### config.mk
export PLATFORM = sky130hd
export DESIGN_NAME = apb_clk_gate_sched
export DESIGN_NICKNAME = d
export VERILOG_FILES = /design/src/rtl/apb_clk_gate_sched.sv
export SDC_FILE = /design/constraint.sdc
export NUM_CORES = 1
export LEC_CHECK = 0
export CAP_MARGIN = 10
export CORE_MARGIN = 8
export CORE_UTILIZATION = 52
export CTS_CLUSTER_DIAMETER = 50
export DETAILED_ROUTE_END_ITERATION = 16
export GPL_ROUTABILITY_DRIVEN = 0
export PLACE_DENSITY_LB_ADDON = 0.05
export SETUP_SLACK_MARGIN = 0.3
export SYNTH_ARGS = -nofsm -noshare
export SYNTH_HDL_FRONTEND = slang
export SYNTH_SLANG_ARGS = --single-unit
### constraint.sdc
create_clock -name clk_i -period 4.2 [get_ports clk_i]
set_input_delay 0.84 -clock clk_i [delete_from_list [all_inputs] [get_ports clk_i]]
set_output_delay 0.84 -clock clk_i [all_outputs]
set_load 0.01 [all_outputs]
### src/rtl/apb_clk_gate_sched.sv
// apb_clk_gate_sched: per-slave APB clock-gate scheduler.
// Each slave has its own OFF/WAKE/ON FSM. The FSM wakes the slave clock on
// demand, holds PREADY low until the clock has run WAKE_CYCLES, and gates the
// clock again after IDLE_CYCLES inactive cycles. In legacy mode the software
// enables drive the gates directly, and PREADY passes through without stalls.

package apb_clk_gate_sched_pkg;

    // Per-slave request: activity summary plus the raw inputs needed in legacy mode
    typedef struct packed {
        logic act;
        logic sw_en;
        logic pready_slv;
    } slot_req_t;

    // Per-slave response towards the bridge and the gating cell
    typedef struct packed {
        logic clk_en;
        logic pready;
        logic awake;
    } slot_rsp_t;

endpackage

// One slave's scheduler: state, counter and output muxing
module apb_clk_gate_slot
    import apb_clk_gate_sched_pkg::*;
#(
    parameter int IDLE_CYCLES = 16,
    parameter int WAKE_CYCLES = 2,
    parameter int CNT_WIDTH   = 8
) (
    input  logic      clk_i,
    input  logic      rst_i,
    input  logic      auto_en_i,
    input  slot_req_t req,
    output slot_rsp_t rsp
);

    typedef enum logic [1:0] {
        S_OFF  = 2'd0,
        S_WAKE = 2'd1,
        S_ON   = 2'd2
    } state_t;

    localparam logic [CNT_WIDTH-1:0] WAKE_LAST = CNT_WIDTH'(WAKE_CYCLES - 1);
    localparam logic [CNT_WIDTH-1:0] IDLE_LAST = CNT_WIDTH'(IDLE_CYCLES - 1);

    state_t               state;
    logic [CNT_WIDTH-1:0] cnt;
    logic                 en_q;     // clock enable as implied by the FSM state
    logic                 awake_q;  // FSM is in ON

    // FSM with counter; en_q/awake_q are updated alongside the state so they
    // always equal (state != OFF) and (state == ON)
    always_ff @(posedge clk_i or posedge rst_i) begin
        if (rst_i) begin
            state   <= S_OFF;
            cnt     <= '0;
            en_q    <= 1'b0;
            awake_q <= 1'b0;
        end else if (!auto_en_i) begin
            // legacy: state tracks the software enable so auto mode can resume from it
            state   <= req.sw_en ? S_ON : S_OFF;
            cnt     <= '0;
            en_q    <= req.sw_en;
            awake_q <= req.sw_en;
        end else begin
            case (state)
                S_OFF: begin
                    if (req.act) begin
                        state <= S_WAKE;
                        cnt   <= '0;
                        en_q  <= 1'b1;
                    end
                end
                S_WAKE: begin
                    // activity is irrelevant here; the wake period always completes
                    if (cnt == WAKE_LAST) begin
                        state   <= S_ON;
                        cnt     <= '0;
                        awake_q <= 1'b1;
                    end else begin
                        cnt <= cnt + 1'b1;
                    end
                end
                S_ON: begin
                    // activity beats idle expiry in the same cycle
                    if (req.act) begin
                        cnt <= '0;
                    end else if (cnt == IDLE_LAST) begin
                        state   <= S_OFF;
                        cnt     <= '0;
                        en_q    <= 1'b0;
                        awake_q <= 1'b0;
                    end else begin
                        cnt <= cnt + 1'b1;
                    end
                end
                default: begin
                    state   <= S_OFF;
                    cnt     <= '0;
                    en_q    <= 1'b0;
                    awake_q <= 1'b0;
                end
            endcase
        end
    end

    // Output mux: legacy mode bypasses the FSM; reset forces everything low at once
    always_comb begin
        rsp = '0;
        if (!rst_i) begin
            rsp.awake = awake_q;
            if (auto_en_i) begin
                rsp.clk_en = en_q;
                rsp.pready = awake_q & req.pready_slv;
            end else begin
                rsp.clk_en = req.sw_en;
                rsp.pready = req.pready_slv;
            end
        end
    end

endmodule

module apb_clk_gate_sched
    import apb_clk_gate_sched_pkg::*;
#(
    parameter int NUM_SLAVES  = 8,
    parameter int IDLE_CYCLES = 16,
    parameter int WAKE_CYCLES = 2,
    parameter int CNT_WIDTH   = 8
) (
    input  logic                  clk_i,
    input  logic                  rst_i,
    input  logic                  auto_en_i,
    input  logic [NUM_SLAVES-1:0] sw_en_i,
    input  logic [NUM_SLAVES-1:0] busy_i,
    input  logic [NUM_SLAVES-1:0] psel_i,
    input  logic                  penable_i,
    input  logic [NUM_SLAVES-1:0] pready_slv_i,
    output logic [NUM_SLAVES-1:0] pready_o,
    output logic [NUM_SLAVES-1:0] clk_en_o,
    output logic [NUM_SLAVES-1:0] awake_o
);

    // PENABLE carries no information here: a held PSEL alone keeps the clock on
    logic unused_penable;
    assign unused_penable = penable_i;

    slot_req_t [NUM_SLAVES-1:0] req;
    slot_rsp_t [NUM_SLAVES-1:0] rsp;

    for (genvar i = 0; i < NUM_SLAVES; i++) begin : g_slot
        // Pack per-slave request and fan out the response bits
        always_comb begin
            req[i].act        = psel_i[i] | busy_i[i] | sw_en_i[i];
            req[i].sw_en      = sw_en_i[i];
            req[i].pready_slv = pready_slv_i[i];
            pready_o[i]       = rsp[i].pready;
            clk_en_o[i]       = rsp[i].clk_en;
            awake_o[i]        = rsp[i].awake;
        end

        apb_clk_gate_slot #(
            .IDLE_CYCLES (IDLE_CYCLES),
            .WAKE_CYCLES (WAKE_CYCLES),
            .CNT_WIDTH   (CNT_WIDTH)
        ) u_slot (
            .clk_i     (clk_i),
            .rst_i     (rst_i),
            .auto_en_i (auto_en_i),
            .req       (req[i]),
            .rsp       (rsp[i])
        );
    end

endmodule

==> results of run 1 <==
==> cell type report <==
cell class                 count  area share [%]
clock inverter                 3           0.546
timing repair buffer          64            8.46
multi-input combinational    551            50.0
clock buffer                  13            3.55
sequential                    96            32.8
tap                          147            2.51
inverter                      42            2.18
==> where the power goes <==
group / internal (mW) / switching [mW] / leakage, nW / total, mW
Clock: 0.493 / 0.331 / 0.150 / 0.824
Combinational: 0.497 / 0.620 / 1.87 / 1.12
Sequential: 1.06 / 0.106 / 1.29 / 1.17
Total: 2.05 / 1.06 / 3.30 / 3.11
==> sequential cells by signal, indices dropped and copies added, names as in the netlist <==
register / count
g_slot.u_slot.awake_q: 8
g_slot.u_slot.state: 16
g_slot.u_slot.cnt: 64
g_slot.u_slot.en_q: 8
==> per-stage QoR <==
| step | power (mW) | worst slack (ns) | std cells | utilization, % |
|---|---|---|---|---|
| finish | 3.11 | 0.882 | 916 | 61.3 |
| global placement | 2.25 | 0.912 | 900 | 58.8 |
| CTS | 3.14 | 0.891 | 916 | 61.3 |
| floorplan | 1.98 | 0.967 | 709 | - |
| detailed placement | 2.29 | 0.889 | 900 | 58.8 |
| global route | 3.32 | 0.809 | 916 | 61.3 |
==> per-layer routing <==
metal	track usage [%]	part of all wire (%)	wire, um
met1	23.2	48	6660
met2	29.0	46	6320
met3	4.01	4.9	682
met4	5.59	1.1	155
met5	0	0	0
==> critical path: stages <==
cell	delay [ns]
buf_2	0.10
inv_1	0.47
nand2_1	0.21
a21oi_1	0.26
clkdlybuf4s50_1	0.58
==> cells in the mapped netlist (8+ instances only) <==
cell type / number
ha_1: 41
a21oi_1: 46
nor2b_1: 17
a22o_1: 11
nor3_1: 22
mux2i_1: 13
a21o_1: 13
nor2_1: 45
o211ai_1: 11
o211a_1: 8
inv_1: 41
and3_1: 27
o21ai_0: 52
dfrtp_1: 96
nand2_1: 87
o31ai_1: 17
nand3_1: 34
clkbuf_1: 15
==> logic make-up (layout without fill, tap and decap cells) <==
family                   count (synthesis)  in the layout
buffers and inverters                   62            122
multiplexers                            20             20
adder cells (fa/ha/maj)                 41             41
AND/OR/NAND/NOR                        284            284
flip-flops                              96             96
AO/OA/AOI/OAI                          206            206
==> final timing paths <==
check                                   startpoint                       end  slack [ns]  depth (start not counted)
min in group asynchronous                    rst_i  g_slot[7].u_slot.awake_q        0.88                          2
setup / recovery                         auto_en_i               clk_en_o[0]        0.88                          5
max in group asynchronous                    rst_i   g_slot[5].u_slot.cnt[7]        2.48                          3
setup reg to reg           g_slot[6].u_slot.cnt[4]   g_slot[6].u_slot.cnt[0]        1.83                          5
hold / removal               g_slot[5].u_slot.en_q     g_slot[5].u_slot.en_q        0.51                          1
hold reg to reg              g_slot[5].u_slot.en_q     g_slot[5].u_slot.en_q        0.51                          1
==> flow_metrics.py, run 1 <==
metrics = {
    "status": {
        "outcome": "finished, final reports clean",
    },
    "sta": {
        "fin_crit_sh_pct": 79.0,
        "fmax_mhz": 301,
        "hold_ws_ns": 0.511,
        "post-route-min-period_ns": 3.32,
        "setup_violations": 0,
        "slew_violations": 0,
        "fin_skew_ns": 0.00430,
        "hold_viol": 0,
        "relSlewSlack_pct": 53.9,
        "rsz0062_at_grt": "no",
        "worst_pin_slew_ns": 0.691,
        "setup_tns_ns": 0,
    },
    "power_and_ir_drop": {
        "peakVddDrop_uv": 222,
        "leakage_nw": 3.30,
        "power.density_nw_per_um2": 424,
    },
    "layout": {
        "final_cell_mix": "96 x dfrtp_1, 87 x nand2_1, 57 x clkdlybuf4s50_1",
        "final_area_sq_um": 7330,
        "multiInputGateArea_sq_um": 3670,
        "nets": 841,
        "diodes": 0,
        "final_common_cell": "dfrtp_1",
        "fillCellCount": 1051,
        "area_delta_synth_final_pct": 16.0,
        "regArea_sq_um": 2400,
        "drive_gt1_share_pct": 7.15,
    },
    "floorplanning": {
        "die_h_um": 126,
        "initial_core_util_pct": 52.8,
        "dieArea_sq_um": 15900,
        "core_sq_um": 12000,
        "die_width_um": 126,
        "num_rows": 40,
        "ios": 60,
    },
    "global_route": {
        "grt_start_max_net_pins": 70,
        "grt_pass1_vias": 5259,
        "antenna_found_initial": 0,
        "grtUsageTotal_pct": 17.9,
        "grt_overflow_total": 0,
        "grt_pass1_wl_um": 24100,
    },
    "drt": {
        "antenna_left": 0,
        "avgRoutedWirePerCell_um": 15.1,
        "vias": 5436,
        "drt_iter0_drc": 370,
        "wirelength_um": 13800,
        "dr.pass1.iters": 4,
        "viasPerCell": 5.93,
        "drc_errors": 0,
    },
    "synth": {
        "yosys.area.top_type": "dfrtp_1",
        "synth_compound_area_share_pct": 23.5,
        "synth-warning-count": 0,
        "synthXorXnorAreaFrac_pct": 0,
        "synth_mux_area_share_pct": 3.31,
        "yosysUniqueCellTypes": 68,
        "synth_area_leaders": "dfrtp_1 38%, ha_1 8.1%, nand2_1 5.2%",
        "synthFlopType": "dfrtp_1",
        "synth-adder-area-share_pct": 8.12,
        "ys_seq_area_share_pct": 38.0,
        "synth_top_family_by_area": "compound AO/OA/AOI/OAI gates",
        "async_flop_share_pct": 100,
        "netlist_instances": 709,
        "synth_edf_count": 0,
        "synth.net_count": 786,
        "yosys_register_bits": 96,
        "synthSimpleGateAreaFrac_pct": 23.1,
        "synth_area_sq_um": 6320,
        "avgSynthCellArea_sq_um": 8.92,
        "yosysTopAreaCellShare_pct": 38.0,
    },
    "job": {
        "drv_cap": 0,
    },
    "critical_path": {
        "crit_fanout": 16,
        "crit_required_ns": 3.36,
        "crit_type": "primary input to output pin",
        "cp-end-kind": "output pin",
        "arrival_ns": 2.48,
        "worstSetupStartpointType": "primary input",
    },
    "clock_tree": {
        "cts_root_buf": "clkbuf_16",
        "post_cts_buffers": 0,
        "tritoncts": "yes",
        "clk_latency_ns": 0.34,
        "clkTransAtPathRegs_ns": 0.06,
        "cts_buffers": 9,
        "clockBufferDepth": 2,
        "cts_max_level": 3,
        "cts.sinks": 96,
        "cts_resized": 0,
        "holdBufCountCts": 0,
    },
    "placed_design": {
        "port_buffers": 58,
        "placed_cell_area_sq_um": 7030,
        "dp_hpwl_um": 10100,
    },
    "hold_path": {
        "min_path_type": "flip-flop to flip-flop",
    },
}
Note: power is estimated with default switching activity, not from simulation.
==> inputs of run 2 (changes only) <==
Clock period 4.2 ns to 3.2 ns, I/O delays scaled along.
==> run 2 against run 1 <==
Against the previous run:
- core utilization up 0.65 points
- final area grew 1.1%
- cell count increased by 0.66%
- sequential share of layout area shrank 0.34 points
- combinational power grew 33%
- wire length grew 2.5%
- via count about the same
- global-route usage is 0.43 points higher
- worst setup slack got worse by 0.49 ns
- critical endpoint is now awake_o[4]
==> flow_metrics.py, run 2 (synthesized netlist as in run 1, its figures left out) <==
metrics = {
    "status": {
        "outcome": "finished, final reports clean",
    },
    "critical_path": {
        "arrival_ns": 2.17,
        "critPathMostFrequentCell": "clkdlybuf4s50_1",
        "crit_buf_inv": 3,
        "crit_required_ns": 2.56,
        "worstSetupStartpointType": "primary input",
        "critPathTopFamily": "buffers and inverters",
        "crit_fanout": 13,
        "cp_cell_sequence": "clkdlybuf4s50_1 -> buf_4 -> nor2b_1 -> clkdlybuf4s50_1",
        "cp_slowest_cell": "clkdlybuf4s50_1",
        "cp-end-kind": "output pin",
        "crit_type": "primary input to output pin",
        "cp_slowest_stage_delay_ns": 0.57,
    },
    "layout": {
        "area_delta_synth_final_pct": 17.3,
        "reg_top3": "g_slot.u_slot.cnt (64), g_slot.u_slot.state (16)",
        "regArea_sq_um": 2400,
        "multiInputGateArea_sq_um": 3670,
        "fillCellCount": 1044,
        "final_cell_mix": "96 x dfrtp_1, 87 x nand2_1, 57 x clkdlybuf4s50_1",
        "largest_reg_flops": 64,
        "diodes": 0,
        "final_common_cell": "dfrtp_1",
        "drive_gt1_share_pct": 8.13,
        "regMostFlops": "g_slot.u_slot.cnt",
        "nets": 848,
    },
    "clock_tree": {
        "tritoncts": "yes",
        "cts_root_buf": "clkbuf_16",
        "cts_resized": 0,
        "clockBufferDepth": 2,
        "clk_latency_ns": 0.35,
        "post_cts_buffers": 0,
        "cts.sinks": 96,
        "holdBufCountCts": 0,
        "cts_buffers": 9,
        "clkTransAtPathRegs_ns": 0.07,
        "cts_max_level": 3,
    },
    "floorplanning": {
        "dieArea_sq_um": 15900,
        "core_sq_um": 12000,
        "die_width_um": 126,
        "num_rows": 40,
        "initial_core_util_pct": 52.8,
        "die_h_um": 126,
        "ios": 60,
    },
    "global_route": {
        "grt_overflow_total": 0,
        "grtUsageTotal_pct": 18.3,
        "grt_pass1_wl_um": 24500,
        "grt_start_max_net_pins": 42,
        "antenna_found_initial": 0,
        "grt_pass1_vias": 5382,
    },
    "sta": {
        "slew_violations": 0,
        "post-route-min-period_ns": 2.81,
        "setup_tns_ns": 0,
        "worst_pin_slew_ns": 0.562,
        "fin_crit_sh_pct": 87.7,
        "setup_violations": 0,
        "rsz0062_at_grt": "no",
        "hold_viol": 0,
        "fin_skew_ns": 0.00661,
        "relSlewSlack_pct": 62.2,
        "fmax_mhz": 356,
    },
    "drt": {
        "avgRoutedWirePerCell_um": 15.4,
        "dr.pass1.iters": 5,
        "viasPerCell": 5.90,
        "vias": 5437,
        "drc_errors": 0,
        "antenna_left": 0,
        "wirelength_um": 14200,
        "drt_iter0_drc": 395,
    },
    "power_and_ir_drop": {
        "power_mw": 4.19,
        "power.density_nw_per_um2": 565,
        "peakVddDrop_uv": 280,
        "leakage_nw": 3.35,
    },
    "job": {
        "drv_cap": 0,
    },
    "hold_path": {
        "min_path_type": "flip-flop to flip-flop",
    },
    "placed_design": {
        "port_buffers": 58,
        "dp_hpwl_um": 10400,
    },
}
-- run 2: final timing paths --
| kind | cells past startpoint | slack [ns] | endpoint | start |
|---|---|---|---|---|
| max | 4 | 0.39 | awake_o[4] | rst_i |
| min | 1 | 0.52 | g_slot[5].u_slot.en_q | g_slot[5].u_slot.en_q |
| max reg2reg | 5 | 0.89 | g_slot[6].u_slot.cnt[0] | g_slot[6].u_slot.cnt[4] |
| min reg2reg | 1 | 0.52 | g_slot[5].u_slot.en_q | g_slot[5].u_slot.en_q |
| max in group asynchronous | 3 | 1.92 | g_slot[5].u_slot.state[0] | rst_i |
| min in group asynchronous | 2 | 0.67 | g_slot[4].u_slot.cnt[1] | rst_i |
-- run 2: per-layer routing --
metal	share of wire [%]	GRT usage (%)	vias to the layer above	wire, um
met5	0	0	-	0
met4	1.3	6.23	0	184
met3	5.0	4.81	15	703
met2	47	29.7	100	6620
met1	47	23.1	2601	6650
li1	-	-	2721	-
-- run 2: layout make-up --
cell class / instances / area share [%]
well taps: 147 / 2.48
flip-flops and latches: 96 / 32.4
inverters: 42 / 2.16
clock buffers: 12 / 3.46
clock inverters: 3 / 0.878
repair buffers: 71 / 9.08
multi-input cells: 551 / 49.5
-- run 2: through the flow --
stage	instance area (sq um)	worst slack (ns)	instances	hold slack [ns]	utilization (%)
2_1_floorplan	6320	0.367	709	0.479	-
3_3_place_gp	7090	0.354	907	0.493	59.2
3_5_place_dp	7090	0.348	907	0.510	59.2
4_1_cts	7410	0.330	922	0.525	61.9
5_1_grt	7410	0.313	922	0.544	62.0
6_report	7410	0.393	922	0.520	62.0
-- run 2: where the power goes --
group / switching [mW] / total [mW] / internal [mW]
Sequential: 0.138 / 1.53 / 1.39
Combinational: 0.830 / 1.49 / 0.657
Clock: 0.450 / 1.17 / 0.722
-- run 2: worst register-to-register path: stages, from the launching register on --
cell and delay, ns:
dfrtp_1 0.43, nor4_1 0.53, a31oi_1 0.28, o211ai_1 0.52
nor2_1 0.15, mux2_2 0.29
==> inputs of run 3 (changes only) <==
Clock period 3.2 ns to 3.5 ns, I/O delays scaled along.
==> run 3 against run 2 <==
Against the previous run:
- die area stayed put
- core utilization is 0.052 points lower
- clock power is 9% lower
- combinational power is 9% lower
- total power is 9.0% lower
- non-clock buffer count is 2 lower
- cell count is 0.11% lower
- clock skew is 0.00071 ns higher
- wire length is 0.18% higher
- critical endpoint is now clk_en_o[3]
- largest power group unchanged
- final area hardly changed
==> flow_metrics.py, run 3 (synthesized netlist as in run 1, its figures left out) <==
metrics = {
    "clock_tree": {
        "clk_latency_ns": 0.35,
        "cts_max_level": 3,
        "clkTransAtPathRegs_ns": 0.06,
        "clockBufferDepth": 2,
        "post_cts_buffers": 0,
        "cts_root_buf": "clkbuf_16",
        "cts_resized": 0,
        "holdBufCountCts": 0,
        "tritoncts": "yes",
        "cts_buffers": 9,
        "cts.sinks": 96,
    },
    "placed_design": {
        "dp_hpwl_um": 10600,
        "dp_cells": 905,
        "port_buffers": 58,
        "dp_slack_ns": 0.458,
    },
    "critical_path": {
        "crit_required_ns": 2.80,
        "reg2reg_depth": 5,
        "arrival_ns": 2.31,
        "cp_slowest_cell": "clkdlybuf4s50_1",
        "rrSetupSlack_ns": 1.11,
        "path_depth": 4,
        "r2r-start": "g_slot[6].u_slot.cnt[4]",
        "critPathMostFrequentCell": "clkdlybuf4s50_1",
        "startpoint": "rst_i",
        "worstSetupStartpointType": "primary input",
        "r2r_end": "g_slot[6].u_slot.cnt[0]",
        "cp-end-kind": "output pin",
        "cp_slowest_stage_delay_ns": 0.58,
        "cp_cell_sequence": "clkdlybuf4s50_1 -> buf_4 -> a21oi_1 -> clkdlybuf4s50_1",
        "crit_type": "primary input to output pin",
        "crit_fanout": 11,
        "cp-endpoint": "clk_en_o[3]",
        "crit_buf_inv": 3,
        "critPathTopFamily": "buffers and inverters",
    },
    "sta": {
        "post-route-min-period_ns": 3.01,
        "setup_violations": 0,
        "fin_crit_sh_pct": 86.0,
        "slew_violations": 0,
        "fin_skew_ns": 0.00732,
        "hold_viol": 0,
        "setup_ws_ns": 0.492,
        "fmax_mhz": 332,
        "setup_tns_ns": 0,
        "relSlewSlack_pct": 56.4,
        "rsz0062_at_grt": "no",
        "worst_pin_slew_ns": 0.649,
    },
    "floorplanning": {
        "num_rows": 40,
        "die_width_um": 126,
        "dieArea_sq_um": 15900,
        "die_h_um": 126,
        "initial_core_util_pct": 52.8,
        "ios": 60,
        "core_sq_um": 12000,
    },
    "layout": {
        "drive_gt1_share_pct": 7.88,
        "final_cells": 921,
        "reg_top3": "g_slot.u_slot.cnt (64), g_slot.u_slot.state (16)",
        "diodes": 0,
        "final_cell_mix": "96 x dfrtp_1, 87 x nand2_1, 57 x clkdlybuf4s50_1",
        "fillCellCount": 1068,
        "final_common_cell": "dfrtp_1",
        "area_delta_synth_final_pct": 17.2,
        "nets": 846,
        "regMostFlops": "g_slot.u_slot.cnt",
        "largest_reg_flops": 64,
    },
    "global_route": {
        "grt_pass1_vias": 5431,
        "antenna_found_initial": 0,
        "grtUsageTotal_pct": 18.4,
        "grt_overflow_total": 0,
        "grt_start_max_net_pins": 49,
        "grt_pass1_wl_um": 24700,
    },
    "drt": {
        "avgRoutedWirePerCell_um": 15.4,
        "dr.pass1.iters": 5,
        "drt_iter0_drc": 352,
        "wirelength_um": 14200,
        "drc_errors": 0,
        "viasPerCell": 5.93,
        "vias": 5458,
        "antenna_left": 0,
    },
    "status": {
        "outcome": "finished, final reports clean",
    },
    "power_and_ir_drop": {
        "leakage_nw": 3.34,
        "peakVddDrop_uv": 331,
        "power_mw": 3.81,
        "power.density_nw_per_um2": 515,
    },
    "hold_path": {
        "whs_path_depth": 1,
        "min_path_type": "flip-flop to flip-flop",
        "min_from": "g_slot[5].u_slot.en_q",
    },
    "job": {
        "drv_cap": 0,
    },
}
==> run 3: cell count changes in the layout (fill, tap and decap cells not counted) <==
cell      before  now
clkbuf_8       2    1
a21oi_2        1    0
buf_12         0    1
inv_6          0    1
buf_4         13   10
clkinv_2       1    2
a21oi_1       45   46
==> run 3: routing by layer <==
metal | up-vias | GRT usage (%) | wire (um)
li1 | 2723 | - | -
met1 | 2594 | 22.8 | 6600
met2 | 120 | 30.2 | 6620
met3 | 21 | 4.89 | 723
met4 | 0 | 6.79 | 237
met5 | - | 0 | 0
==> run 3: cell type report <==
type / instances / area, sq um / share of cell area (%)
clock buffers: 11 / 243 / 3.28
clock inverters: 5 / 78.8 / 1.06
inverters: 42 / 160 / 2.16
multi-input cells: 551 / 3670 / 49.5
flip-flops and latches: 96 / 2400 / 32.4
well taps: 147 / 184 / 2.48
repair buffers: 69 / 671 / 9.06
==> run 3: how the worst min path moves through the flow <==
| stage | end |
|---|---|
| 2_1_floorplan | g_slot[5].u_slot.en_q |
| 3_3_place_gp | g_slot[5].u_slot.en_q |
| 3_5_place_dp | g_slot[5].u_slot.en_q |
| 4_1_cts | g_slot[5].u_slot.en_q |
| 5_1_grt | g_slot[5].u_slot.en_q |
| 6_report | g_slot[5].u_slot.en_q |
==> run 3: where the power goes <==
| group | internal (mW) | switching (mW) |
|---|---|---|
| Clock | 0.646 | 0.419 |
| Combinational | 0.601 | 0.747 |
| Sequential | 1.27 | 0.127 |
| Total | 2.52 | 1.29 |
==> run 3: metrics by stage <==
stage | utilization, % | instance area [sq um] | hold WS [ns]
detailed placement | 59.2 | 7080 | 0.498
finish | 61.9 | 7410 | 0.510
CTS | 61.9 | 7410 | 0.513
global route | 61.9 | 7410 | 0.542
floorplan | - | 6320 | 0.479
global placement | 59.2 | 7080 | 0.494
